### src/rtl/alu_exec.sv
// Execute stage: ARM condition check, 32-bit ALU with NZCV flags and a one-entry valid/ready output register.
// Define ALU_EXEC_CARRY_OPS_EN to make ADC/SBC/RSC use the C flag; otherwise they act as ADD/SUB/RSB.
module alu_exec (
    input  logic        clk,
    input  logic        reset,
    input  logic        in_valid,
    output logic        in_ready,
    input  logic [3:0]  cond,
    input  logic [3:0]  opcode,
    input  logic        s_bit,
    input  logic [31:0] rn_val,
    input  logic [31:0] op2,
    input  logic        shift_carry,
    input  logic [3:0]  rd_addr,
    output logic        out_valid,
    input  logic        out_ready,
    output logic [31:0] result,
    output logic        wb_en,
    output logic [3:0]  rd_out,
    output logic [3:0]  nzcv
);

    localparam logic [3:0] OP_AND = 4'h0;
    localparam logic [3:0] OP_EOR = 4'h1;
    localparam logic [3:0] OP_SUB = 4'h2;
    localparam logic [3:0] OP_RSB = 4'h3;
    localparam logic [3:0] OP_ADD = 4'h4;
    localparam logic [3:0] OP_ADC = 4'h5;
    localparam logic [3:0] OP_SBC = 4'h6;
    localparam logic [3:0] OP_RSC = 4'h7;
    localparam logic [3:0] OP_TST = 4'h8;
    localparam logic [3:0] OP_TEQ = 4'h9;
    localparam logic [3:0] OP_CMP = 4'hA;
    localparam logic [3:0] OP_CMN = 4'hB;
    localparam logic [3:0] OP_ORR = 4'hC;
    localparam logic [3:0] OP_MOV = 4'hD;
    localparam logic [3:0] OP_BIC = 4'hE;
    localparam logic [3:0] OP_MVN = 4'hF;

    logic        out_valid_r;
    logic [31:0] result_r;
    logic        wb_en_r;
    logic [3:0]  rd_out_r;
    logic [3:0]  nzcv_r;

    logic [31:0] op_a_s;
    logic [31:0] op_b_s;
    logic        cin_s;
    logic        is_arith_s;
    logic [31:0] logic_res_s;
    logic [32:0] sum_s;
    logic [31:0] alu_res_s;
    logic [3:0]  new_flags_s;
    logic        pass_s;
    logic        is_compare_s;
    logic        accept_s;

    // ARM condition table evaluated against the flags {N,Z,C,V}
    function automatic logic cond_pass(input logic [3:0] cc, input logic [3:0] f);
        logic n, z, c, v, p;
        n = f[3];
        z = f[2];
        c = f[1];
        v = f[0];
        case (cc)
            4'h0:    p = z;
            4'h1:    p = !z;
            4'h2:    p = c;
            4'h3:    p = !c;
            4'h4:    p = n;
            4'h5:    p = !n;
            4'h6:    p = v;
            4'h7:    p = !v;
            4'h8:    p = c && !z;
            4'h9:    p = !c || z;
            4'hA:    p = (n == v);
            4'hB:    p = (n != v);
            4'hC:    p = !z && (n == v);
            4'hD:    p = z || (n != v);
            4'hE:    p = 1'b1;
            default: p = 1'b0;
        endcase
        return p;
    endfunction

    // Operand selection, adder and logical unit
    always_comb begin
        op_a_s      = rn_val;
        op_b_s      = op2;
        cin_s       = 1'b0;
        is_arith_s  = 1'b0;
        logic_res_s = 32'h0000_0000;
        case (opcode)
            OP_ADD, OP_CMN: begin
                is_arith_s = 1'b1;
            end
            OP_SUB, OP_CMP: begin
                is_arith_s = 1'b1;
                op_b_s     = ~op2;
                cin_s      = 1'b1;
            end
            OP_RSB: begin
                is_arith_s = 1'b1;
                op_a_s     = op2;
                op_b_s     = ~rn_val;
                cin_s      = 1'b1;
            end
`ifdef ALU_EXEC_CARRY_OPS_EN
            OP_ADC: begin
                is_arith_s = 1'b1;
                cin_s      = nzcv_r[1];
            end
            OP_SBC: begin
                is_arith_s = 1'b1;
                op_b_s     = ~op2;
                cin_s      = nzcv_r[1];
            end
            OP_RSC: begin
                is_arith_s = 1'b1;
                op_a_s     = op2;
                op_b_s     = ~rn_val;
                cin_s      = nzcv_r[1];
            end
`else
            OP_ADC: begin
                is_arith_s = 1'b1;
            end
            OP_SBC: begin
                is_arith_s = 1'b1;
                op_b_s     = ~op2;
                cin_s      = 1'b1;
            end
            OP_RSC: begin
                is_arith_s = 1'b1;
                op_a_s     = op2;
                op_b_s     = ~rn_val;
                cin_s      = 1'b1;
            end
`endif
            OP_AND, OP_TST: logic_res_s = rn_val & op2;
            OP_EOR, OP_TEQ: logic_res_s = rn_val ^ op2;
            OP_ORR:         logic_res_s = rn_val | op2;
            OP_MOV:         logic_res_s = op2;
            OP_BIC:         logic_res_s = rn_val & ~op2;
            OP_MVN:         logic_res_s = ~op2;
            default:        logic_res_s = 32'h0000_0000;
        endcase
        sum_s     = {1'b0, op_a_s} + {1'b0, op_b_s} + {32'h0000_0000, cin_s};
        alu_res_s = is_arith_s ? sum_s[31:0] : logic_res_s;
    end

    // Flag generation, condition pass and handshake qualifiers
    always_comb begin
        new_flags_s[3] = alu_res_s[31];
        new_flags_s[2] = (alu_res_s == 32'h0000_0000);
        new_flags_s[1] = is_arith_s ? sum_s[32] : shift_carry;
        new_flags_s[0] = is_arith_s ? ((op_a_s[31] == op_b_s[31]) && (sum_s[31] != op_a_s[31]))
                                    : nzcv_r[0];
        pass_s       = cond_pass(cond, nzcv_r);
        is_compare_s = (opcode[3:2] == 2'b10);
        in_ready     = !out_valid_r || out_ready;
        accept_s     = in_valid && in_ready;
    end

    // Output register and flag register; new accept overrides a same-cycle drain
    always_ff @(posedge clk) begin
        if (reset) begin
            out_valid_r <= 1'b0;
            result_r    <= 32'h0000_0000;
            wb_en_r     <= 1'b0;
            rd_out_r    <= 4'h0;
            nzcv_r      <= 4'h0;
        end else if (accept_s) begin
            out_valid_r <= 1'b1;
            result_r    <= alu_res_s;
            wb_en_r     <= pass_s && !is_compare_s;
            rd_out_r    <= rd_addr;
            if (pass_s && s_bit) begin
                nzcv_r <= new_flags_s;
            end
        end else if (out_valid_r && out_ready) begin
            out_valid_r <= 1'b0;
        end
    end

    assign out_valid = out_valid_r;
    assign result    = result_r;
    assign wb_en     = wb_en_r;
    assign rd_out    = rd_out_r;
    assign nzcv      = nzcv_r;

endmodule

### config.mk
export PLATFORM = sky130hd
export DESIGN_NAME = alu_exec
export DESIGN_NICKNAME = d
export VERILOG_FILES = /design/src/rtl/alu_exec.sv
export SDC_FILE = /design/constraint.sdc
export NUM_CORES = 1
export LEC_CHECK = 0
export ABC_CLOCK_PERIOD_IN_PS = 5800
export CAP_MARGIN = 30
export CORE_ASPECT_RATIO = 0.75
export CORE_MARGIN = 4
export CORE_UTILIZATION = 45
export DETAILED_ROUTE_END_ITERATION = 16
export PLACE_DENSITY_LB_ADDON = 0.15
export RECOVER_POWER = 100
export SLEW_MARGIN = 20
export SYNTH_ARGS = -nofsm -noshare
export SYNTH_HDL_FRONTEND = slang
export SYNTH_SLANG_ARGS = --single-unit
### constraint.sdc
create_clock -name clk -period 5.8 [get_ports clk]
set_input_delay 1.16 -clock clk [delete_from_list [all_inputs] [get_ports clk]]
set_output_delay 1.16 -clock clk [all_outputs]
set_load 0.05 [all_outputs]
== Word level (Yosys, flattened, before mapping) ==
Index checks and enable logic that the tools add are counted.
Cells by class
  $add $sub $neg: 2
  $mul: 0
  divide/modulo/power cells: 0
  magnitude comparators: 0
  equal/unequal tests: 34
  shift-type cells: 0
  mux-type cells: 10
  bitwise logic cells: 6
  reduce and logical (&&, ||, !) cells: 28
Operators with widths (number)
  $pmux W32 S6: 1
  $and A32 B32 Y32: 2
  $mux W32: 2
  $not A32 Y32: 2
  $pmux W32 S2: 1
  $eq A4 B4 Y1 const B: 15
  $add A32 B32 Y33: 1
  $add A33 B1 Y33: 1
  $eq A4 B3 Y1 const B: 8
  $logic_not A32 Y1: 1
  $or A32 B32 Y32: 1
  $xor A32 B32 Y32: 1
  $eq A4 B2 Y1 const B: 4
  $pmux W1 S15: 1
  $eq A4 B1 Y1 const B: 2
  $logic_not A4 Y1: 2
  $reduce_or A8 Y1: 1
  $logic_and A1 B1 Y1: 7
  $logic_not A1 Y1: 6
  $reduce_or A2 Y1: 3
  $mux W1: 5
  $reduce_or A5 Y1: 1
  $logic_or A1 B1 Y1: 3
  $reduce_and A3 Y1: 1
  6 further kinds: 8
Word-level totals
  flip-flop bits (word level): 42
  bits in latches: 0
  memory bits (writable): 0
  ROM bits: 0
  input port bits: 82
  output and inout port bits: 43
  word-level logic and storage cells: 86
  memories kept: 0

== Depth between registers and ports, before layout ==
  word-level depth: 7
  gate-level depth with buffers: 22

== Least setup slack after synthesis ==
Ideal clock, no wire load.
  path type: input -> register
  from: input opcode[0]
  to: register nzcv_r[2] (netlist: nzcv[2])
  arrival time: 5.957 ns
  required time: 5.716 ns
  path slack: -0.242 ns
  cell stages on the path: 21
  cell sequence: clkbuf_1 -> buf_2 -> buf_2 -> buf_1 -> buf_1 -> nor3_1 -> inv_1 -> nand2_1 -> clkbuf_1 -> fa_1 -> fa_1 -> a211oi_1 -> o21ai_1 -> a22oi_1 -> a211oi_1 -> a311oi_2 -> xnor2_1 -> o21ai_0 -> nand4_1 -> or4_1 -> o31ai_2
On the way
  cells in the longest elaborated chain, start to end: 7
  elaborated cells on any way between the ends: 31
RTL lines
  from (decl): RTL line 9  | input logic [3:0] opcode,
  $eq A4 B3 Y1, or another cell as far along: RTL line 93  | case (opcode)
  $reduce_or A3 Y1 (no line) or $reduce_or A2 Y1 (tied branches)
  $pmux W32 S2 or $mux W32 (tied branches): RTL line 93
  $add A32 B32 Y33: RTL line 148  | sum_s = {1'b0, op_a_s} + {1'b0, op_b_s} + {32'h0000_0000, cin_s};
  $add A33 B1 Y33: RTL line 148
  $mux W32 (*): RTL line 149  | alu_res_s = is_arith_s ? sum_s[31:0] : logic_res_s;
  $logic_not A32 Y1 (*): RTL line 155  | new_flags_s[2] = (alu_res_s == 32'h0000_0000);
  to (signal assigned): RTL line 179  | nzcv_r <= new_flags_s;
  to (decl): RTL line 44  | logic [3:0] nzcv_r;
Every way passes the cells marked *; elsewhere a longest branch is shown, timed or not.
A chain may end at the register's enable or synchronous reset.

== Final worst setup path ==
  from: input opcode[2]
  to: register nzcv_r[2] (netlist: nzcv[2])
The elaborated chain is that of the path after synthesis.

==> results.md <==
| Item | Value | Unit |
|---|---|---|
| Outcome | finished, violations left | - |
| Failing checks | max-capacitance violations, max-slew violations | - |
| GR Util All Layers | 29.3 | % |
| Post-synthesis sequential element count | 42 | - |
| Crit path largest cell delay | 0.62 | ns |
| Number of core rows | 38 | - |
| Setup repair after global routing missed its margin | false | - |
| End of the worst register-to-register path | nzcv[2]$_SDFFE_PP0P_ | - |
| Maximum fanout encountered on the critical timing path | 11 | - |
| Power density of the placed cells | 205 | mW/mm2 |
| Vias in the first global route | 7,228 | - |
| Global-route wire length before repair | 40,500 | um |
| Fraction of layout instances using a drive strength above 1 | 7.37 | % |
| Avg Vias per Cell | 6.07 | - |
| Total of endpoints with negative setup slack in the final report | 0 | - |
| Max capacitance violation total | 1 | - |
| Required time of the critical path | 6.00 | ns |
| Sw power | 0.766 | mW |
| Post-synthesis instance total | 1,048 | - |
| Count of input and output buffers | 124 | - |
| Core outline area | 0.0146 | mm2 |
| Die height | 114 | um |
| Synth-to-layout area growth | 27.3 | % |
| Count of flip-flops with a built-in enable after synthesis | 0 | - |
| Clk buf depth | 2 | - |
| Top area cells in the synthesized netlist | sky130_fd_sc_hd__dfxtp_1 (12%), sky130_fd_sc_hd__ha_1 (12%), sky130_fd_sc_hd__o21ai_0 (9.3%), sky130_fd_sc_hd__a21oi_1 (8.0%), sky130_fd_sc_hd__nand2_1 (6.9%) | - |
| Top-level port count | 125 | - |
| Levels on crit path | 19 | - |
| CP startpoint kind | input pin | - |
| Cell variety after synth | 76 | - |
| Flop pwr share | 18.8 | % |
| H-tree depth reported by CTS | 2 | - |
| Setup crit end | nzcv[2]$_SDFFE_PP0P_ | - |
| Post-synthesis instance area | 0.00677 | mm2 |
| Global-route track usage on met1 | 45.5 | % |
| Leakage power of the design | 3.82 | nW |
| Pin count of the biggest net entering global routing | 61 | - |
| Final Routed Wirelength | 25,700 | um |
| Final weighted congestion of routability-driven global placement | 0.982 | - |
| Average cell area after synthesis | 6.46 | um2 |
| Sequential element share of the synthesized area | 12.4 | % |
| Dominant synthesized flop cell | sky130_fd_sc_hd__dfxtp_1 | - |
| Nets in the synthesized netlist | 1,195 | - |
| Worst clock skew | 0.00324 | ns |
| Routed wire length per instance | 18.8 | um |
| Worst setup startpoint | opcode[2] | - |
| GR Layer Usage met2 | 42.1 | % |
| Final hold violation count | 0 | - |
| # hold bufs at CTS | 0 | - |
| Cell chosen for the clock root | sky130_fd_sc_hd__clkbuf_16 | - |
| Post-route ant nets | 0 | - |
| Detailed-route via count | 8,294 | - |
| Critical path class | input pin to register | - |
| N_diodes | 0 | - |
| Layout Nets | 1,313 | - |
| Max frequency | 181 | MHz |
| Launching point of the worst reg2reg path | nzcv[3]$_SDFFE_PP0P_ | - |
| Worst min-delay path class | register to register | - |
| Post-synth ARST share | 0 | % |
| Number of buffers and inverters on the critical path | 4 | - |
| Internal cell power | 0.998 | mW |
| Switching power share of the total | 43.4 | % |
| First-iteration detailed-routing DRC count | 1,005 | - |
| GRT overflow | 0 | - |
| Number of antenna violations at the first check in global routing | 0 | - |
| Cell accounting for the most synthesized area | sky130_fd_sc_hd__dfxtp_1 | - |
| Horiz. Die Dim | 150 | um |
| Clk pin slew, worst setup/hold paths | 0.06 | ns |
| Non-Filler Cell Area, Final | 0.00861 | mm2 |
| Worst slew margin relative to its limit | -24.9 | % |
| Peak supply drop | 0.000108 | V |
| Global route hottest layer | met1 | - |
| Die footprint | 0.0171 | mm2 |
| Global-route track usage on met3 | 4.91 | % |
| Transition time at the pin with the least slew margin | 1.87 | ns |
| Final Critical Period | 5.52 | ns |
| Crit-path leading delay family | simple AND/OR/NAND/NOR gates | - |
| Clock tree from TritonCTS | yes | - |
| Critical path's slowest cell | sky130_fd_sc_hd__a211oi_1 | - |
| Post-placement cell area | 0.00844 | mm2 |
| Critical path arrival | 5.72 | ns |
| Inserted Clock Buffers | 5 | - |
| Ordered cell list for the critical path | clkdlybuf4s50_1, and2_1, nor3_4, inv_1, nand2_1, clkbuf_1, buf_4, o21ai_0, ha_1, o211a_1, a221oi_4, or3_1, nand2_1, nor4_1, a211oi_1, and4_1, nand4_1, or4_1, o31ai_2 | - |
| First-pass DRT Iterations | 7 | - |
| Number of sinks on the clock net | 42 | - |
| Clock insertion delay at the later pin of the skew report | 0.28 | ns |
| Worst setup EP type | register | - |
| Power after layout | 1.76 | mW |
| Path depth of the worst reg2reg path | 10 | - |
| Warnings from Yosys | 0 | - |
| Worst reg2reg setup slack | 2.78 | ns |
| Sum of net half-perimeters after detailed placement | 19,800 | um |
| Top-area cell type share of the netlist area | 12.4 | % |
| Most common cell type on the critical path | sky130_fd_sc_hd__nand2_1 | - |
| Remaining DRCs | 0 | - |
| Tcrit/Tclk final | 95.1 | % |
| Comb pwr share | 60.4 | % |
| Clock network power share | 20.8 | % |
| Sum of negative setup slack | 0 | ns |
| Effective utilization at floorplan | 46.4 | % |
| Max Transition Viols Final | 44 | - |
## how the worst min path moves through the flow
stage	cells after the start	from	slack (ns)	to
floorplan	2	wb_en$_SDFFE_PP0P_	0.67	wb_en$_SDFFE_PP0P_
global placement	2	wb_en$_SDFFE_PP0P_	0.44	wb_en$_SDFFE_PP0P_
detailed placement	2	result[6]$_SDFFE_PP0P_	0.45	result[6]$_SDFFE_PP0P_
CTS	2	result[6]$_SDFFE_PP0P_	0.46	result[6]$_SDFFE_PP0P_
global route	2	rd_out[1]$_SDFFE_PP0P_	0.48	rd_out[1]$_SDFFE_PP0P_
finish	2	result[6]$_SDFFE_PP0P_	0.45	result[6]$_SDFFE_PP0P_
## synthesized netlist by cell type, types with 16 or more instances
master / n
sky130_fd_sc_hd__xnor2_1: 17
sky130_fd_sc_hd__clkbuf_1: 53
sky130_fd_sc_hd__a211oi_1: 26
sky130_fd_sc_hd__nand3_1: 17
sky130_fd_sc_hd__a21oi_1: 108
sky130_fd_sc_hd__nor2_1: 103
sky130_fd_sc_hd__o21ai_0: 126
sky130_fd_sc_hd__buf_2: 16
sky130_fd_sc_hd__a22oi_1: 22
sky130_fd_sc_hd__o22ai_1: 21
sky130_fd_sc_hd__inv_1: 77
sky130_fd_sc_hd__nor3_1: 17
sky130_fd_sc_hd__nand2_1: 125
sky130_fd_sc_hd__ha_1: 63
sky130_fd_sc_hd__dfxtp_1: 42
## placed cells by master, fill, tap and decap left out, types with 5 or more instances in the layout
| cell | synthesis | layout |
|---|---|---|
| sky130_fd_sc_hd__dlygate4sd3_1 | 0 | 45 |
| sky130_fd_sc_hd__buf_4 | 1 | 52 |
| sky130_fd_sc_hd__o21bai_1 | 4 | 5 |
| sky130_fd_sc_hd__nand4_1 | 13 | 13 |
| sky130_fd_sc_hd__clkbuf_1 | 53 | 8 |
| sky130_fd_sc_hd__a222oi_1 | 5 | 5 |
| sky130_fd_sc_hd__o221ai_1 | 5 | 5 |
| sky130_fd_sc_hd__nor2_1 | 103 | 102 |
| sky130_fd_sc_hd__nand3_1 | 17 | 17 |
| sky130_fd_sc_hd__o31ai_1 | 8 | 8 |
| sky130_fd_sc_hd__xnor2_1 | 17 | 17 |
| sky130_fd_sc_hd__a211oi_1 | 26 | 25 |
| sky130_fd_sc_hd__nor3_1 | 17 | 16 |
| sky130_fd_sc_hd__clkbuf_16 | 0 | 5 |
| sky130_fd_sc_hd__o22ai_1 | 21 | 21 |
| sky130_fd_sc_hd__clkbuf_4 | 0 | 5 |
| sky130_fd_sc_hd__a221oi_1 | 8 | 8 |
| sky130_fd_sc_hd__inv_1 | 77 | 77 |
| sky130_fd_sc_hd__nand2_1 | 125 | 125 |
| sky130_fd_sc_hd__a21oi_1 | 108 | 108 |
| sky130_fd_sc_hd__o211ai_1 | 8 | 8 |
| sky130_fd_sc_hd__ha_1 | 63 | 63 |
| sky130_fd_sc_hd__a31oi_1 | 5 | 5 |
| sky130_fd_sc_hd__or2_2 | 5 | 5 |
| sky130_fd_sc_hd__clkdlybuf4s50_1 | 0 | 77 |
| sky130_fd_sc_hd__a22oi_1 | 22 | 22 |
| sky130_fd_sc_hd__xor2_1 | 15 | 15 |
| sky130_fd_sc_hd__o21ai_0 | 126 | 126 |
| sky130_fd_sc_hd__dfxtp_1 | 42 | 42 |
| sky130_fd_sc_hd__a21o_1 | 15 | 15 |
| sky130_fd_sc_hd__mux2i_1 | 5 | 5 |
| sky130_fd_sc_hd__and3_1 | 7 | 7 |
| sky130_fd_sc_hd__nand2b_1 | 9 | 9 |
## stage by stage
stage | std cells | worst slack, ns | hold slack (ns) | utilization [%]
3_5_place_dp | 1359 | -0.0718 | 0.448 | 57.9
3_3_place_gp | 1358 | -0.0133 | 0.440 | 57.7
4_1_cts | 1367 | 0.203 | 0.456 | 59.2
6_report | 1367 | 0.284 | 0.449 | 59.0
5_1_grt | 1367 | 0.0268 | 0.475 | 59.0
2_1_floorplan | 1048 | 0.0192 | 0.671 | -
## tightest hold or removal path, delay by kind of cell, from the launching register on
family           cells  cell delay (ns)
AO/OA/AOI/OAI        1             0.05
flip-flops           1             0.30
AND/OR/NAND/NOR      1             0.05
## power by group through the flow
stage               logic, mW  registers (mW)  clock network, mW
finish                   1.06           0.332              0.367
global placement         1.05           0.338                  0
CTS                      1.06           0.333              0.372
detailed placement       1.06           0.339                  0
global route             1.15           0.335              0.386
floorplan               0.567           0.433                  0
## routing by layer
metal  up-vias  wire [um]
li1       4042          -
met1      3775      12100
met2       438      10200
met3        39       2990
met4         0        407
met5         -          0
## registers in the layout (all words and copies together) (netlist names)
register   count
out_valid      1
rd_out         4
result        32
nzcv           4
wb_en          1
## area by class of cell
class                   instances  area (um2)
multi-input cells             848        5320
fillers                      1412        5980
well taps                     200         250
clock inverters                 2        60.1
clock buffers                   6         139
flip-flops and latches         42         841
repair buffers                190        1700
inverters                      79         297
## repair_timing
item	in CTS	in global routing
resized for setup	0	2
setup endpoints to repair	0	1
setup buffers	0	0
hold endpoints to repair	0	0
## logic make-up (layout without fill, tap and decap cells)
group / after synthesis / after routing / share of synthesized area [%]
compound gates: 410 / 410 / 38.1
buf+inv: 158 / 277 / 9.12
mux: 8 / 8 / 1.24
flops: 42 / 42 / 12.4
fa+ha+maj: 65 / 65 / 12.2
xor+xnor: 32 / 32 / 4.14
simple gates: 333 / 333 / 22.7
No activity file was read; power rests on OpenSTA's default activity.
